**src/rtl/mips_pkg.sv**
```systemverilog
`default_nettype none
// ============================================================================
// Module      : mips_pkg
// Description : Shared constants for the MIPS host-side debug sequencer:
//               FSM state encodings, command bytes and memory depth default.
// Revision    : 1.0 - initial release
// ============================================================================
package mips_pkg;

    // FSM state encodings, also presented externally on o_state
    localparam logic [2:0] IDLE      = 3'd0;
    localparam logic [2:0] LOAD_CNT  = 3'd1;
    localparam logic [2:0] LOAD_DATA = 3'd2;
    localparam logic [2:0] RUN       = 3'd3;
    localparam logic [2:0] STEP      = 3'd4;
    localparam logic [2:0] DONE      = 3'd5;

    // Host command bytes (ASCII L, R, S, C)
    localparam logic [7:0] CMD_LOAD  = 8'h4C;
    localparam logic [7:0] CMD_RUN   = 8'h52;
    localparam logic [7:0] CMD_STEP  = 8'h53;
    localparam logic [7:0] CMD_CLEAR = 8'h43;

    // Default instruction-memory depth in words
    localparam int DEFAULT_IMEM_DEPTH = 64;

endpackage
`default_nettype wire

```
**src/rtl/byte_to_word.sv**
```systemverilog
`default_nettype none
// ============================================================================
// Module      : byte_to_word
// Description : Assembles four MSB-first bytes into a 32-bit word. The word
//               is presented combinationally together with the 4th byte so
//               the parent can register it in the same cycle.
// Revision    : 1.0 - initial release
// ============================================================================
module byte_to_word (
    input  logic        i_clock,
    input  logic        i_reset,
    input  logic        i_clear,
    input  logic        i_valid,
    input  logic [7:0]  i_byte,
    output logic [31:0] o_word,
    output logic        o_word_valid
);

    // Only the three earlier bytes need storage; the 4th arrives on i_byte
    logic [23:0] r_shift;
    logic [1:0]  r_cnt;

    // Shift bytes in MSB first and count position within the word
    always_ff @(posedge i_clock or negedge i_reset) begin
        if (!i_reset) begin
            r_shift <= '0;
            r_cnt   <= 2'd0;
        end else if (i_clear) begin
            r_shift <= '0;
            r_cnt   <= 2'd0;
        end else if (i_valid) begin
            r_shift <= {r_shift[15:0], i_byte};
            r_cnt   <= r_cnt + 2'd1;
        end
    end

    assign o_word       = {r_shift, i_byte};
    assign o_word_valid = i_valid && !i_clear && (r_cnt == 2'd3);

endmodule
`default_nettype wire

```
**src/rtl/mips_debug_ctrl.sv**
```systemverilog
`default_nettype none
// ============================================================================
// Module      : mips_debug_ctrl
// Description : Host-side sequencer for the 5-stage MIPS pipeline. Loads a
//               program from the UART byte stream into instruction memory,
//               then gates the pipeline in run or single-step mode until
//               the halt instruction retires.
// Revision    : 1.0 - initial release
// ============================================================================
module mips_debug_ctrl
    import mips_pkg::*;
#(
    parameter int DATA_WIDTH = 32,
    parameter int IMEM_DEPTH = DEFAULT_IMEM_DEPTH,
    parameter int CNT_WIDTH  = 32
) (
    input  logic                  i_clock,
    input  logic                  i_reset,
    input  logic [7:0]            i_rx_data,
    input  logic                  i_rx_valid,
    input  logic                  i_halt,
    output logic [DATA_WIDTH-1:0] o_instruccion,
    output logic [DATA_WIDTH-1:0] o_address,
    output logic                  o_loading,
    output logic                  o_pipe_enable,
    output logic [CNT_WIDTH-1:0]  o_cycle_count,
    output logic [2:0]            o_state,
    output logic                  o_done
);

    localparam logic [8:0] c_max_n = 9'(IMEM_DEPTH);

    logic [2:0]            r_state;
    logic                  r_loaded;
    logic                  r_done;
    logic                  r_pipe_enable;
    logic                  r_loading;
    logic [7:0]            r_n;
    logic [7:0]            r_word_index;
    logic [DATA_WIDTH-1:0] r_instruccion;
    logic [DATA_WIDTH-1:0] r_address;
    logic [CNT_WIDTH-1:0]  r_cycle_count;

    logic [2:0]  w_state_nxt;
    logic        w_pe_nxt;
    logic        w_done_nxt;
    logic        w_loaded_nxt;
    logic        w_count_clr;
    logic        w_b2w_clr;
    logic        w_start_load;
    logic        w_is_last;
    logic        w_halt_now;
    logic [31:0] w_word;
    logic        w_word_valid;

    byte_to_word u_byte_to_word (
        .i_clock      (i_clock),
        .i_reset      (i_reset),
        .i_clear      (w_b2w_clr),
        .i_valid      (i_rx_valid && (r_state == LOAD_DATA)),
        .i_byte       (i_rx_data),
        .o_word       (w_word),
        .o_word_valid (w_word_valid)
    );

    assign w_is_last  = (r_word_index == (r_n - 8'd1));
    // Halt only counts during a cycle in which the pipeline actually advanced
    assign w_halt_now = r_pipe_enable && i_halt;

    // Next-state, next pipeline enable and flag updates
    always_comb begin
        w_state_nxt  = r_state;
        w_pe_nxt     = 1'b0;
        w_done_nxt   = r_done;
        w_loaded_nxt = r_loaded;
        w_count_clr  = 1'b0;
        w_b2w_clr    = 1'b0;
        w_start_load = 1'b0;
        case (r_state)
            IDLE: begin
                if (i_rx_valid) begin
                    if (i_rx_data == CMD_LOAD) begin
                        w_state_nxt = LOAD_CNT;
                    end else if (i_rx_data == CMD_RUN && r_loaded) begin
                        w_state_nxt = RUN;
                        w_pe_nxt    = 1'b1;
                        w_count_clr = 1'b1;
                    end else if (i_rx_data == CMD_STEP && r_loaded) begin
                        // The entry S is itself the first step
                        w_state_nxt = STEP;
                        w_pe_nxt    = 1'b1;
                        w_count_clr = 1'b1;
                    end
                end
            end
            LOAD_CNT: begin
                if (i_rx_valid) begin
                    if (i_rx_data == 8'd0 || {1'b0, i_rx_data} > c_max_n) begin
                        w_state_nxt  = IDLE;
                        w_loaded_nxt = 1'b0;
                    end else begin
                        w_state_nxt  = LOAD_DATA;
                        w_b2w_clr    = 1'b1;
                        w_start_load = 1'b1;
                    end
                end
            end
            LOAD_DATA: begin
                if (w_word_valid && w_is_last) begin
                    w_state_nxt  = IDLE;
                    w_loaded_nxt = 1'b1;
                end
            end
            RUN: begin
                if (w_halt_now) begin
                    w_state_nxt = DONE;
                    w_done_nxt  = 1'b1;
                end else begin
                    w_pe_nxt = 1'b1;
                end
            end
            STEP: begin
                // A halt in the same cycle as an S byte wins; the byte is dropped
                if (w_halt_now) begin
                    w_state_nxt = DONE;
                    w_done_nxt  = 1'b1;
                end else if (i_rx_valid && i_rx_data == CMD_STEP) begin
                    w_pe_nxt = 1'b1;
                end else if (i_rx_valid && i_rx_data == CMD_RUN) begin
                    w_state_nxt = RUN;
                    w_pe_nxt    = 1'b1;
                end
            end
            DONE: begin
                if (i_rx_valid && i_rx_data == CMD_CLEAR) begin
                    w_state_nxt = IDLE;
                    w_done_nxt  = 1'b0;
                end
            end
            default: begin
                w_state_nxt = IDLE;
            end
        endcase
    end

    // Control state register
    always_ff @(posedge i_clock or negedge i_reset) begin
        if (!i_reset) begin
            r_state       <= IDLE;
            r_loaded      <= 1'b0;
            r_done        <= 1'b0;
            r_pipe_enable <= 1'b0;
        end else begin
            r_state       <= w_state_nxt;
            r_loaded      <= w_loaded_nxt;
            r_done        <= w_done_nxt;
            r_pipe_enable <= w_pe_nxt;
        end
    end

    // Load datapath: word count, word index and memory write port
    always_ff @(posedge i_clock or negedge i_reset) begin
        if (!i_reset) begin
            r_n           <= 8'd0;
            r_word_index  <= 8'd0;
            r_instruccion <= '0;
            r_address     <= '0;
            r_loading     <= 1'b0;
        end else begin
            r_loading <= w_word_valid;
            if (w_start_load) begin
                r_n          <= i_rx_data;
                r_word_index <= 8'd0;
            end
            if (w_word_valid) begin
                r_instruccion <= DATA_WIDTH'(w_word);
                r_address     <= DATA_WIDTH'({r_word_index, 2'b00});
                r_word_index  <= r_word_index + 8'd1;
            end
        end
    end

    // Saturating count of enabled pipeline cycles
    always_ff @(posedge i_clock or negedge i_reset) begin
        if (!i_reset) begin
            r_cycle_count <= '0;
        end else if (w_count_clr) begin
            r_cycle_count <= '0;
        end else if (r_pipe_enable && !(&r_cycle_count)) begin
            r_cycle_count <= r_cycle_count + 1'b1;
        end
    end

    assign o_instruccion = r_instruccion;
    assign o_address     = r_address;
    assign o_loading     = r_loading;
    assign o_pipe_enable = r_pipe_enable;
    assign o_cycle_count = r_cycle_count;
    assign o_state       = r_state;
    assign o_done        = r_done;

endmodule
`default_nettype wire

```
**config.mk**
```make
export PLATFORM = sky130hd
export DESIGN_NAME = mips_debug_ctrl
export DESIGN_NICKNAME = d
export VERILOG_FILES = /design/src/rtl/mips_pkg.sv /design/src/rtl/byte_to_word.sv /design/src/rtl/mips_debug_ctrl.sv
export SDC_FILE = /design/constraint.sdc
export NUM_CORES = 1
export LEC_CHECK = 0
export CAP_MARGIN = 20
export CELL_PAD_IN_SITES_DETAIL_PLACEMENT = 0
export CELL_PAD_IN_SITES_GLOBAL_PLACEMENT = 1
export CORE_ASPECT_RATIO = 0.6
export CORE_UTILIZATION = 39
export CTS_BUF_LIST = sky130_fd_sc_hd__clkbuf_16
export DETAILED_ROUTE_END_ITERATION = 7
export PLACE_DENSITY = 0.79
export SLEW_MARGIN = 20
export SYNTH_ARGS = -nofsm -noshare
export SYNTH_HDL_FRONTEND = slang
export SYNTH_SLANG_ARGS = --single-unit
```
**constraint.sdc**
```tcl
create_clock -name i_clock -period 2.81 [get_ports i_clock]
set_clock_uncertainty 0.2 [all_clocks]
set_input_delay 0.4215 -clock i_clock [delete_from_list [all_inputs] [get_ports i_clock]]
set_output_delay 0.4215 -clock i_clock [all_outputs]
set_load 0.05 [all_outputs]
```
==> flow_summary.ini <==
[run_status]
run_status = complete, no violations

[synth]
postSynthCellCount = 686
netlist_top_cells_count = nand2_1 (212), dfrtp_1 (121), o21ai_0 (60)
yosysSeqAreaShare_pct = 50.2
number_of_storage_elements_in_the_synthesis_netlist = 121
ys_types = 60
synthDominantCellAreaShare_pct = 50.2
mappedNetlistArea_um2 = 6040
library_cell_with_the_highest_instance_count_after_synthesis = nand2_1
netlist.top_cell.by_area = dfrtp_1
synth-edff-count = 0
synthesis.yosys.warnings = 0
ys_top_cells_by_area = dfrtp_1 (50%), nand2_1 (13%), o21ai_0 (5.0%)
predominant_post_synthesis_flop_cell = dfrtp_1
syn_area_per_cell_um2 = 8.80
async_reset_ff_share_pct = 100

[power]
power_frac_comb_pct = 47.8
vdd.ir_drop.worst_mv = 0.629
total_power_w = 0.00953
swShare_pct = 46.3
power_frac_seq_pct = 31.3
power.internal_w = 0.00511
p_leak_nw = 3.45
power.density_nw_per_um2 = 1250
switchingPower_w = 0.00441
share_clk_of_total_power_pct = 20.9

[place]
preCtsSetupSlack_ns = -0.0585
place_congestion = 0.883
io_buffer_count = 89
dp_hpwl_um = 10900
placed_cell_area_um2 = 7100

[worst_setup_path]
cp_max_fo = 23
critical_path_class = reg2reg
r2r_setup_slack_ns = 0.32
timing.rr.end = o_cycle_count[0]
rr_worst_depth = 4
timing.critical_path.required_ns = 2.87
r2r-start = o_state[1]
startpoint_types = flip-flop
worst-endpoint-arrival_ns = 2.55
critPathCaptureType = flip-flop
worstSetupEndpoint = o_cycle_count[0]
worstSetupStartpoint = o_state[1]

[clocking]
cts_sinks = 121
cts.reportedPaths.clkPinSlew_ns = 0.06
h-tree-depth = 4
clockBufferDepth = 2
cts_tree = done
clock_latency_ns = 0.41
clock-root-buffer = clkbuf_16
cts_buffers = 17
cts.repair.resized = 0

[finish]
nFillCells = 1346
final_design_area_no_fill_um2 = 7650
fin_util_pct = 51.7
synthToLayoutAreaGrowth_pct = 26.7
final_layout_size_suffix_gt1_share_pct = 8.06
insertedDiodeCount = 0
finalNetCount = 798

[floorplanning]
rows = 34
die_x_um = 163
initial_core_util_pct = 40.8
coreArea_um2 = 14800
die-area_um2 = 16000
die_y_um = 98.4
io_pins = 114

[global_route]
grt_antenna_before_repair = 0
first_global_vias = 4935
grt.overflow.total = 0
largest_net_degree_at_the_start_of_global_routing = 49
grt_pass1_wl_um = 25600
gr-usage-all-layers_pct = 20.4

[timing]
setup_ws_ns = 0.320
hold_violation_count_in_the_final_report = 0
rsz0062_at_grt = false
clock.fmax_mhz = 402
number_of_max_slew_violations_in_the_final_report = 0
worst_slew_margin_rel_pct = 36.5
worst_slew_pin_slew_ns = 0.952
layout_worst_path_cycle_share_pct = 88.6
finalCriticalPeriod_ns = 2.49
setup_viol = 0
hold_ws_ns = 0.270

[route]
post_drt_wl_per_cell_um = 15.5
postRouteWirelength_um = 15400
dr_drc_count = 0
drt.antenna.violating_nets = 0
detailedRoute.firstPassIterationCount = 8
drt-vias-per-instance = 5.23
detailroute.via_count = 5184
drt_iter0_markers = 373

[hold_path]
hold_path.class = reg2reg

[job]
max_cap_viol_count = 0
routing by layer:
| layer | GRT usage, % | vias up | routed length [um] |
|---|---|---|---|
| met4 | 4.96 | 0 | 59 |
| met2 | 29.2 | 166 | 6590 |
| met3 | 4.80 | 8 | 877 |
| li1 | - | 2513 | - |
| met5 | 0 | - | 0 |
| met1 | 30.9 | 2497 | 7850 |
worst max-delay path, cell delays in order (launching register included):
cell and delay [ns]:
dfrtp_1 0.49, or3_1 0.37, a41oi_2 0.30, and3_1 0.85, nor2_1 0.12
worst min path at each step:
stage | start | endpoint | slack, ns | cells after the start
2_1_floorplan | i_reset | o_address[2] | -0.07 | 0
6_report | u_byte_to_word.r_shift[23] | o_instruccion[31] | 0.27 | 2
4_1_cts | u_byte_to_word.r_shift[23] | o_instruccion[31] | 0.27 | 2
3_3_place_gp | o_instruccion[19] | o_instruccion[19] | 0.26 | 2
5_1_grt | o_address[3] | o_address[3] | 0.30 | 2
3_5_place_dp | r_loaded | r_loaded | 0.26 | 1
cell families after synthesis:
family | after synthesis | share of synthesized area [%]
adder cells (fa/ha/maj) | 4 | 0.829
other | 1 | 0.0621
AND/OR/NAND/NOR | 345 | 27.0
flip-flops | 121 | 50.2
AO/OA/AOI/OAI | 126 | 12.7
buffers and inverters | 72 | 6.71
multiplexers | 3 | 0.497
XOR/XNOR | 14 | 2.03
repair_timing:
item                                   in CTS  in global routing
hold buffers                                1                  0
endpoints found under the hold margin      45                  0
setup buffers                               0                  0
power groups by stage:
stage / clock network [W] / logic, W / registers, W
2_1_floorplan: 0 / 0.00186 / 0.00424
3_3_place_gp: 0 / 0.00447 / 0.00296
3_5_place_dp: 0 / 0.00454 / 0.00300
4_1_cts: 0.00203 / 0.00456 / 0.00298
5_1_grt: 0.00211 / 0.00493 / 0.00308
6_report: 0.00199 / 0.00455 / 0.00298
placed cells by master (no fill, tap or decap), drive strengths merged, types with 3 or more instances in the layout:
cell           synthesis  layout
and4bb                 3       3
inv                   13      17
clkdlybuf4s50          0      88
nand4                 13      13
nand2                212     212
dfrtp                121     121
ha                     4       4
o211ai                 4       4
a41oi                  3       3
and4                   6       6
nor4                   4       4
nor3                   4       4
xnor2                  9       9
nor2                  19      19
a21oi                 30      30
clkinv                 1       5
buf                   42      23
and2                   5       5
and3                   8       8
xor2                   5       5
a21o                   4       4
conb                   1      24
clkbuf                16      17
nand2b                 4       4
mux2i                  3       3
nand3                 24      24
nor3b                  4       4
nand3b                 3       3
a31oi                  5       5
clkinvlp               0       5
or3                   30      30
o21ai                 63      63
flip-flops by register name, summed over array words and instances (netlist names):
| signal | flops |
|---|---|
| o_cycle_count | 32 |
| o_instruccion | 32 |
| u_byte_to_word.r_shift | 24 |
| o_address | 8 |
| r_n | 8 |
| r_word_index | 8 |
| o_state | 3 |
| u_byte_to_word.r_cnt | 2 |
| o_done | 1 |
| o_loading | 1 |
| o_pipe_enable | 1 |
| r_loaded | 1 |
metrics by stage:
step                      setup TNS (ns)  instances
after floorplan                        0        709
after detailed placement          -0.842        960
final                                  0        992
after global placement                 0        960
after global routing                   0        992
after CTS                              0        992
cell type report:
class	instances	area, um2	area share [%]
well taps	198	248	3.24
repair buffers	112	1090	14.2
flip-flops and latches	121	3030	39.6
clock buffers	17	425	5.56
multi-input cells	516	2700	35.2
clock inverters	14	113	1.47
inverters	14	52.6	0.687
Power figures use the tool's default switching activity.
